### src/rtl/reg16_bank_arbiter.sv
// reg16_bank_arbiter
// Round-robin arbiter and sequencer for a bank of NREGS 16-bit byte-enabled
// registers shared by two Avalon-MM slave ports (A: fabric, B: local engine).
// Each granted access takes one SERVE cycle (waitrequest low) and is always
// followed by an IDLE cycle, so a port gets at most one access per two cycles.
module reg16_bank_arbiter #(
    parameter int unsigned NREGS     = 4,
    parameter int unsigned ADDR_W    = 2,
    parameter logic [15:0] RESET_VAL = 16'h0000
) (
    input  logic                  clock,
    input  logic                  resetn,
    input  logic                  a_chipselect,
    input  logic                  a_read,
    input  logic                  a_write,
    input  logic [ADDR_W-1:0]     a_address,
    input  logic [1:0]            a_byteenable,
    input  logic [15:0]           a_writedata,
    output logic [15:0]           a_readdata,
    output logic                  a_waitrequest,
    input  logic                  b_chipselect,
    input  logic                  b_read,
    input  logic                  b_write,
    input  logic [ADDR_W-1:0]     b_address,
    input  logic [1:0]            b_byteenable,
    input  logic [15:0]           b_writedata,
    output logic [15:0]           b_readdata,
    output logic                  b_waitrequest,
    output logic [16*NREGS-1:0]   Q_export
);

    typedef enum logic [1:0] {
        IDLE    = 2'd0,
        SERVE_A = 2'd1,
        SERVE_B = 2'd2
    } state_t;

    state_t             r_state;
    state_t             w_state_nxt;
    logic               r_last_b;      // 1 when port B holds the most recent grant
    logic [15:0]        r_regs [NREGS];
    logic [15:0]        r_a_rdata;
    logic [15:0]        r_b_rdata;

    logic               w_req_a;
    logic               w_req_b;
    logic [15:0]        w_a_rd;
    logic [15:0]        w_b_rd;
    logic               w_wr_en;
    logic [ADDR_W-1:0]  w_wr_addr;
    logic [1:0]         w_wr_be;
    logic [15:0]        w_wr_data;

    assign w_req_a = a_chipselect & (a_read | a_write);
    assign w_req_b = b_chipselect & (b_read | b_write);

    // Next-state arbitration and waitrequest generation
    always_comb begin
        w_state_nxt   = IDLE;
        a_waitrequest = 1'b1;
        b_waitrequest = 1'b1;
        case (r_state)
            IDLE: begin
                if (w_req_a && (!w_req_b || r_last_b)) begin
                    w_state_nxt = SERVE_A;
                end else if (w_req_b) begin
                    w_state_nxt = SERVE_B;
                end
            end
            SERVE_A: a_waitrequest = 1'b0;
            SERVE_B: b_waitrequest = 1'b0;
            default: w_state_nxt = IDLE;
        endcase
    end

    // Register read muxes; an address with no matching register reads as zero
    always_comb begin
        w_a_rd = '0;
        w_b_rd = '0;
        for (int unsigned i = 0; i < NREGS; i++) begin
            if (a_address == ADDR_W'(i)) w_a_rd = r_regs[i];
            if (b_address == ADDR_W'(i)) w_b_rd = r_regs[i];
        end
    end

    // Select the write source for the port currently being served
    always_comb begin
        w_wr_en   = 1'b0;
        w_wr_addr = '0;
        w_wr_be   = '0;
        w_wr_data = '0;
        if (r_state == SERVE_A) begin
            w_wr_en   = w_req_a & a_write;
            w_wr_addr = a_address;
            w_wr_be   = a_byteenable;
            w_wr_data = a_writedata;
        end else if (r_state == SERVE_B) begin
            w_wr_en   = w_req_b & b_write;
            w_wr_addr = b_address;
            w_wr_be   = b_byteenable;
            w_wr_data = b_writedata;
        end
    end

    // Byte-merged register write at the edge that ends a SERVE cycle
    always_ff @(posedge clock or negedge resetn) begin
        if (!resetn) begin
            for (int unsigned i = 0; i < NREGS; i++) r_regs[i] <= RESET_VAL;
        end else begin
            for (int unsigned i = 0; i < NREGS; i++) begin
                if (w_wr_en && (w_wr_addr == ADDR_W'(i))) begin
                    if (w_wr_be[0]) r_regs[i][7:0]  <= w_wr_data[7:0];
                    if (w_wr_be[1]) r_regs[i][15:8] <= w_wr_data[15:8];
                end
            end
        end
    end

    // State register, grant history and read-data hold registers
    always_ff @(posedge clock or negedge resetn) begin
        if (!resetn) begin
            r_state   <= IDLE;
            r_last_b  <= 1'b1;
            r_a_rdata <= '0;
            r_b_rdata <= '0;
        end else begin
            r_state <= w_state_nxt;
            if (r_state == SERVE_A) begin
                r_a_rdata <= w_a_rd;
                if (w_req_a) r_last_b <= 1'b0;
            end
            if (r_state == SERVE_B) begin
                r_b_rdata <= w_b_rd;
                if (w_req_b) r_last_b <= 1'b1;
            end
        end
    end

    // Read data is live during the port's SERVE cycle, held otherwise
    always_comb begin
        a_readdata = (r_state == SERVE_A) ? w_a_rd : r_a_rdata;
        b_readdata = (r_state == SERVE_B) ? w_b_rd : r_b_rdata;
    end

    // Flat export of the register bank
    always_comb begin
        Q_export = '0;
        for (int unsigned i = 0; i < NREGS; i++) begin
            Q_export[16*i +: 16] = r_regs[i];
        end
    end

endmodule
### config.mk
export PLATFORM = sky130hd
export DESIGN_NAME = reg16_bank_arbiter
export DESIGN_NICKNAME = d
export VERILOG_FILES = /design/src/rtl/reg16_bank_arbiter.sv
export SDC_FILE = /design/constraint.sdc
export NUM_CORES = 1
export LEC_CHECK = 0
export BUFFER_PORTS_ARGS = -buffer_cell sky130_fd_sc_hd__buf_2
export CAP_MARGIN = 20
export CORE_UTILIZATION = 50
export DETAILED_ROUTE_END_ITERATION = 10
export GPL_TIMING_DRIVEN = 1
export HOLD_SLACK_MARGIN = 0.03
export PLACE_DENSITY_LB_ADDON = 0.15
export SETUP_SLACK_MARGIN = 0.15
export SYNTH_ARGS = -nofsm -noshare
export SYNTH_HDL_FRONTEND = slang
export SYNTH_SLANG_ARGS = --single-unit
### constraint.sdc
create_clock -name clock -period 2.7 [get_ports clock]
set_clock_uncertainty 0.05 [all_clocks]
set_input_delay 0.54 -clock clock [delete_from_list [all_inputs] [get_ports clock]]
set_output_delay 0.54 -clock clock [all_outputs]
set_load 0.03 [all_outputs]
==> impl_metrics.tcl, run 1 <==
set metrics [dict create \
    wl_met2_mm 6.32 \
    setup_tns_ps 0 \
    ff2ff_setup_slack_ps 590 \
    htree_levels 3 \
    cts.sinks 99 \
    final.min_clock_period_ps 2410 \
    die-area_sq_mm 0.0101 \
    netlist_area_sq_mm 0.00484 \
    worstSetupPathType "register to output pin" \
    placed_cells 640 \
    antenna_found_initial 0 \
    yosysTopAreaCell "dfrtp_1" \
    p_seq_frac 0.474 \
    final_cells 661 \
    swShare 0.306 \
    placed_area_sq_mm 0.00578 \
    synth_top_cells_by_count "nand2_1 (100), dfrtp_1 (98), mux2_2 (60)" \
    yosysSeqAreaShare 0.512 \
    synth_top_area_frac 0.507 \
    drc_errors 0 \
    grt_pass1_wl_mm 20.1 \
    overflow 0 \
    synth.area.top_cells "dfrtp_1 (51%), mux4_2 (15%), mux2_2 (14%)" \
    wl_met3_microns 882 \
    synth_ff_type "dfrtp_1" \
    drive_gt1_frac 0.541 \
    cts_hold_buf 0 \
    worstPathRequired_ps 2110 \
    maxSlewHeadroom 0.605 \
    synth-edff-count 0 \
    insertion_delay_ps 360 \
    start_kind "register" \
    fin_nets 575 \
    worst_setup_path_end_kind "output pin" \
    drt_wl_total_mm 12.4 \
    cts_buffers 9 \
    core-area_sq_mm 0.00933 \
    crit_arrival_ps 1820 \
    p_clk_frac 0.310 \
    io_pins 146 \
    worst_slew_pin_slew_ps 593 \
    first_global_vias 3676 \
    hold_path.class "input port to async pin" \
    vias 3598 \
    vias_per_cell 5.44 \
    grt_max_degree 55 \
    die_x_microns 100 \
    drtPass1Iterations 4 \
    clkTransAtPathRegs_ps 100 \
    row_count 35 \
    peakVddDrop_mv 0.387 \
    die_y_microns 100 \
    hold_violations 0 \
    ant_nets 0 \
    timing.final.crit_share 0.893 \
    drt_iter0_drc 161 \
    place.port_buffers 145 \
    max_freq_mhz 415 \
    avgRoutedWirePerCell_microns 18.8 \
    cts_tree "yes" \
    place_congestion 0.826 \
    power_frac_comb 0.216 \
    syn_area_per_cell_sq_um 13.0 \
    n_antenna_cell 0 \
    cp_max_fo 11 \
    synth.distinct_cells 33 \
    cts_max_path_buffers 2 \
    final_area_sq_mm 0.00607 \
    start_util 0.519 \
    grt.total_usage 0.268 \
    synth.net_count 421 \
    syn_inst 373 \
    cap_violations 0 \
    pwr_density_cell_mw_per_mm2 575 \
    register_area_sq_mm 0.00248 \
    multi_input_area_sq_mm 0.00227 \
    rsz0062_at_grt "no" \
    setup_viol_count_final 0 \
    synthArstFlopShare 1.00 \
    slew_viol_final 0 \
    synth_seq_cells 99 \
    drt-met1-wl_mm 5.18 \
    hpwl_mm 8.85 \
    power_leakage_nw 3.32 \
    synth_most_common_cell "nand2_1" \
    fillers 782 \
    status "completed" \
    cts_root_buf "clkbuf_8" \
    dr.max_layer_used "met4" \
    areaGrowthSynthToFinish_pct 25.3 \
    switchingPower_mw 1.07 \
    ys.warnings.count 0 \
    p_int_mw 2.42 \
]
per-stage QoR:
| stage | setup slack, ps | utilization | total power, mW | hold WS (ps) |
|---|---|---|---|---|
| finish | 289 | 0.650 | 3.49 | 123 |
| global route | 170 | 0.650 | 3.66 | 153 |
| CTS | 192 | 0.648 | 3.52 | 136 |
| detailed placement | 105 | 0.619 | 2.42 | 408 |
| global placement | 122 | 0.619 | 2.40 | 400 |
| floorplan | 230 | - | 2.15 | 194 |
worst paths after layout:
| check | startpoint | to | cells past startpoint |
|---|---|---|---|
| max reg2reg | r_state[0] | Q_export[9] | 6 |
| max in group asynchronous | resetn | Q_export[26] | 2 |
| min | resetn | r_b_rdata[2] | 1 |
| max | r_state[1] | a_readdata[12] | 6 |
| min reg2reg | r_a_rdata[0] | r_a_rdata[0] | 2 |
| min in group clock | r_a_rdata[0] | r_a_rdata[0] | 2 |
placed cells by master (no fill, tap or decap), drive strengths merged, types with 3 or more instances in the layout:
| cell | Yosys | final |
|---|---|---|
| a22o | 16 | 16 |
| buf | 10 | 162 |
| clkbuf | 10 | 11 |
| dfrtp | 98 | 98 |
| inv | 3 | 6 |
| mux2 | 64 | 64 |
| mux4 | 32 | 32 |
| nand2 | 106 | 106 |
| nand3b | 4 | 4 |
| nor2 | 3 | 3 |
| o21ai | 4 | 4 |
power groups by stage:
| stage | Combinational, mW | Clock, mW | Sequential, mW |
|---|---|---|---|
| after global placement | 0.731 | 0 | 1.67 |
| after CTS | 0.757 | 1.12 | 1.65 |
| final | 0.754 | 1.08 | 1.65 |
| after detailed placement | 0.742 | 0 | 1.68 |
| after global routing | 0.814 | 1.18 | 1.67 |
| after floorplan | 0.384 | 0 | 1.77 |
area by class of cell:
class	count	area share
flip-flops and latches	99	0.409
multi-input cells	250	0.374
inverters	4	0.00413
clock inverters	6	0.0157
repair buffers	163	0.148
well taps	129	0.0266
clock buffers	10	0.0227
registers in the layout, indices dropped and copies added, names as in the netlist:
register,flops
r_b_rdata,16
r_last_b,1
Q_export,64
r_a_rdata,16
r_state,2
repair_timing:
action | 4_1_cts | 5_1_grt
gates cloned | 0 | 0
pin swaps | 0 | 0
buffers inserted | 4 | 1
resized for setup | 2 | 5
endpoints found under the setup margin | 33 | 16
worst max-delay path, cell delays in order, from the launching register on:
cell	delay, ps
dfrtp_2	490
buf_4	190
nor2b_4	210
buf_4	190
nand2_1	100
nand2_1	90
buf_2	200
cell families after synthesis:
group / Yosys count / synth area share
AND/OR/NAND/NOR: 126 / 0.118
flip-flops: 99 / 0.512
multiplexers: 96 / 0.298
AO/OA/AOI/OAI: 28 / 0.0496
buffers and inverters: 24 / 0.0222
per-layer routing:
metal	vias up	GRT usage
met3	4	0.0481
met1	1809	0.377
met4	0	0.0669
li1	1664	-
met2	121	0.434
met5	-	0
Power figures use the tool's default switching activity.
==> inputs of run 2 (changes only) <==
==> constraint.sdc (replaced) <==
create_clock -name clock -period 2.7 [get_ports clock]
set_clock_uncertainty 0.05 [all_clocks]
set_input_delay 0.27 -clock clock [delete_from_list [all_inputs] [get_ports clock]]
set_output_delay 0.27 -clock clock [all_outputs]
set_load 0.03 [all_outputs]
==> run 2 against run 1 <==
  * Sequential cell count unchanged
  * Largest cell class unchanged
  * Clock power down 16%
  * Power down 6.0%
==> impl_metrics.tcl, run 2 (synthesis results as in run 1) <==
set metrics [dict create \
    die_x_microns 100 \
    power_mw 3.28 \
    hp-start "a_chipselect" \
    finalWorstSetupSlack_ps 388 \
    pwr_density_cell_mw_per_mm2 556 \
    drive_gt1_frac 0.525 \
    hold_violations 0 \
    fillers 795 \
    slew_viol_final 0 \
    rr_endpoint "Q_export[1]" \
    overflow 0 \
    htree_levels 3 \
    ant_nets 0 \
    die_y_microns 100 \
    setup_viol_count_final 0 \
    row_count 35 \
    switchingPower_mw 1.05 \
    maxSlewHeadroom 0.492 \
    n_antenna_cell 0 \
    cts_root_buf "clkbuf_8" \
    antenna_found_initial 0 \
    vias 3599 \
    start_kind "register" \
    cp_max_fo 32 \
    cp_common_cell "nand2_1" \
    io_pins 146 \
    status "completed" \
    worstSetupPathType "register to output pin" \
    drt_wl_total_mm 12.4 \
    place_congestion 0.776 \
    preCtsSetupSlack_ps 453 \
    avgRoutedWirePerCell_microns 19.2 \
    worstPathRequired_ps 2380 \
    max_freq_mhz 433 \
    grt.total_usage 0.263 \
    wl_met3_microns 783 \
    areaGrowthSynthToFinish_pct 21.7 \
    drc_errors 0 \
    first_global_vias 3535 \
    hold_depth 3 \
    register_area_sq_mm 0.00248 \
    multi_input_area_sq_mm 0.00227 \
    cts.sinks 99 \
    cap_violations 0 \
    hpwl_mm 8.62 \
    r2r.worst_path.cells 5 \
    reg2reg_from "r_state[1]" \
    final_area_sq_mm 0.00589 \
    timing.final.crit_share 0.856 \
    wl_met2_mm 6.06 \
    peakVddDrop_mv 0.306 \
    final_cells 647 \
    ff2ff_setup_slack_ps 520 \
    dr.max_layer_used "met4" \
    cts_tree "yes" \
    grt_pass1_wl_mm 19.6 \
    utilization 0.632 \
    path_cells "nor2b_4 -> buf_4 -> nand2_1 -> nand2_1 -> buf_2" \
    p_clk_frac 0.276 \
    setup_tns_ps 0 \
    largest_reg_flops 64 \
    p_seq_frac 0.507 \
    placed_cells 630 \
    drt-met1-wl_mm 5.48 \
    start_util 0.519 \
    power_frac_comb 0.217 \
    final_cell_mix "buf_2 (144), nand2_1 (100), dfrtp_1 (96)" \
    final.min_clock_period_ps 2310 \
    swShare 0.320 \
    clkTransAtPathRegs_ps 100 \
    p_int_mw 2.23 \
    cpPeakStageDelay_ps 540 \
    placed_area_sq_mm 0.00569 \
    cp_slowest_cell "dfrtp_2" \
    drt_iter0_drc 162 \
    cts_max_path_buffers 2 \
    fin_nets 561 \
    grt_max_degree 58 \
    core-area_sq_mm 0.00933 \
    crit_arrival_ps 1990 \
    min_to "r_state[0]" \
    power_leakage_nw 3.21 \
    insertion_delay_ps 370 \
    vias_per_cell 5.56 \
    worst_setup_path_end_kind "output pin" \
    drtPass1Iterations 4 \
    worst_slew_pin_slew_ps 762 \
    hold_path.class "input port to register" \
    die-area_sq_mm 0.0101 \
    final_common_cell "buf_2" \
    place.port_buffers 145 \
    whs_ps 189 \
    rsz0062_at_grt "no" \
    cts_buffers 9 \
]
-- run 2: layer usage --
| layer | up-vias | GRT usage |
|---|---|---|
| met3 | 5 | 0.0613 |
| met2 | 142 | 0.413 |
| met4 | 0 | 0.0647 |
| met1 | 1824 | 0.375 |
| li1 | 1628 | - |
| met5 | - | 0 |
-- run 2: worst max path at each step --
| stage | start | end | slack [ps] | cells past startpoint |
|---|---|---|---|---|
| floorplan | r_state[0] | a_readdata[10] | 750 | 6 |
| global placement | r_state[1] | Q_export[0] | 490 | 5 |
| detailed placement | r_state[1] | Q_export[3] | 450 | 5 |
| CTS | r_state[0] | a_readdata[12] | 230 | 5 |
| global route | r_state[1] | b_readdata[5] | 260 | 5 |
| finish | r_state[1] | b_readdata[5] | 390 | 5 |
-- run 2: area by class of cell --
type,count,area share
Timing Repair Buffer,149,0.131
Inverter,4,0.00319
Clock buffer,12,0.0263
Clock inverter,4,0.00573
Tap cell,129,0.0274
Sequential cell,99,0.421
Multi-Input combinational cell,250,0.385
-- run 2: worst max-delay path, delay by kind of cell (launching register included) --
family | cells | cell delay (ps)
DFF | 1 | 540
buffers and inverters | 2 | 610
and+or+nand+nor | 3 | 460
-- run 2: repair_timing --
| action | CTS | global route |
|---|---|---|
| buffers inserted | 0 | 0 |
| endpoints found under the hold margin | 55 | 0 |
| resized for setup | 0 | 2 |
| endpoints found under the setup margin | 0 | 16 |
| hold buffers | 1 | 0 |
-- run 2: power groups by stage --
stage                     registers, mW  clock network (mW)  logic [mW]
after CTS                          1.66               0.931       0.718
after floorplan                    1.77                   0       0.384
after detailed placement           1.69                   0       0.716
after global routing               1.67               0.999       0.765
final                              1.66               0.905       0.711
after global placement             1.68                   0       0.706
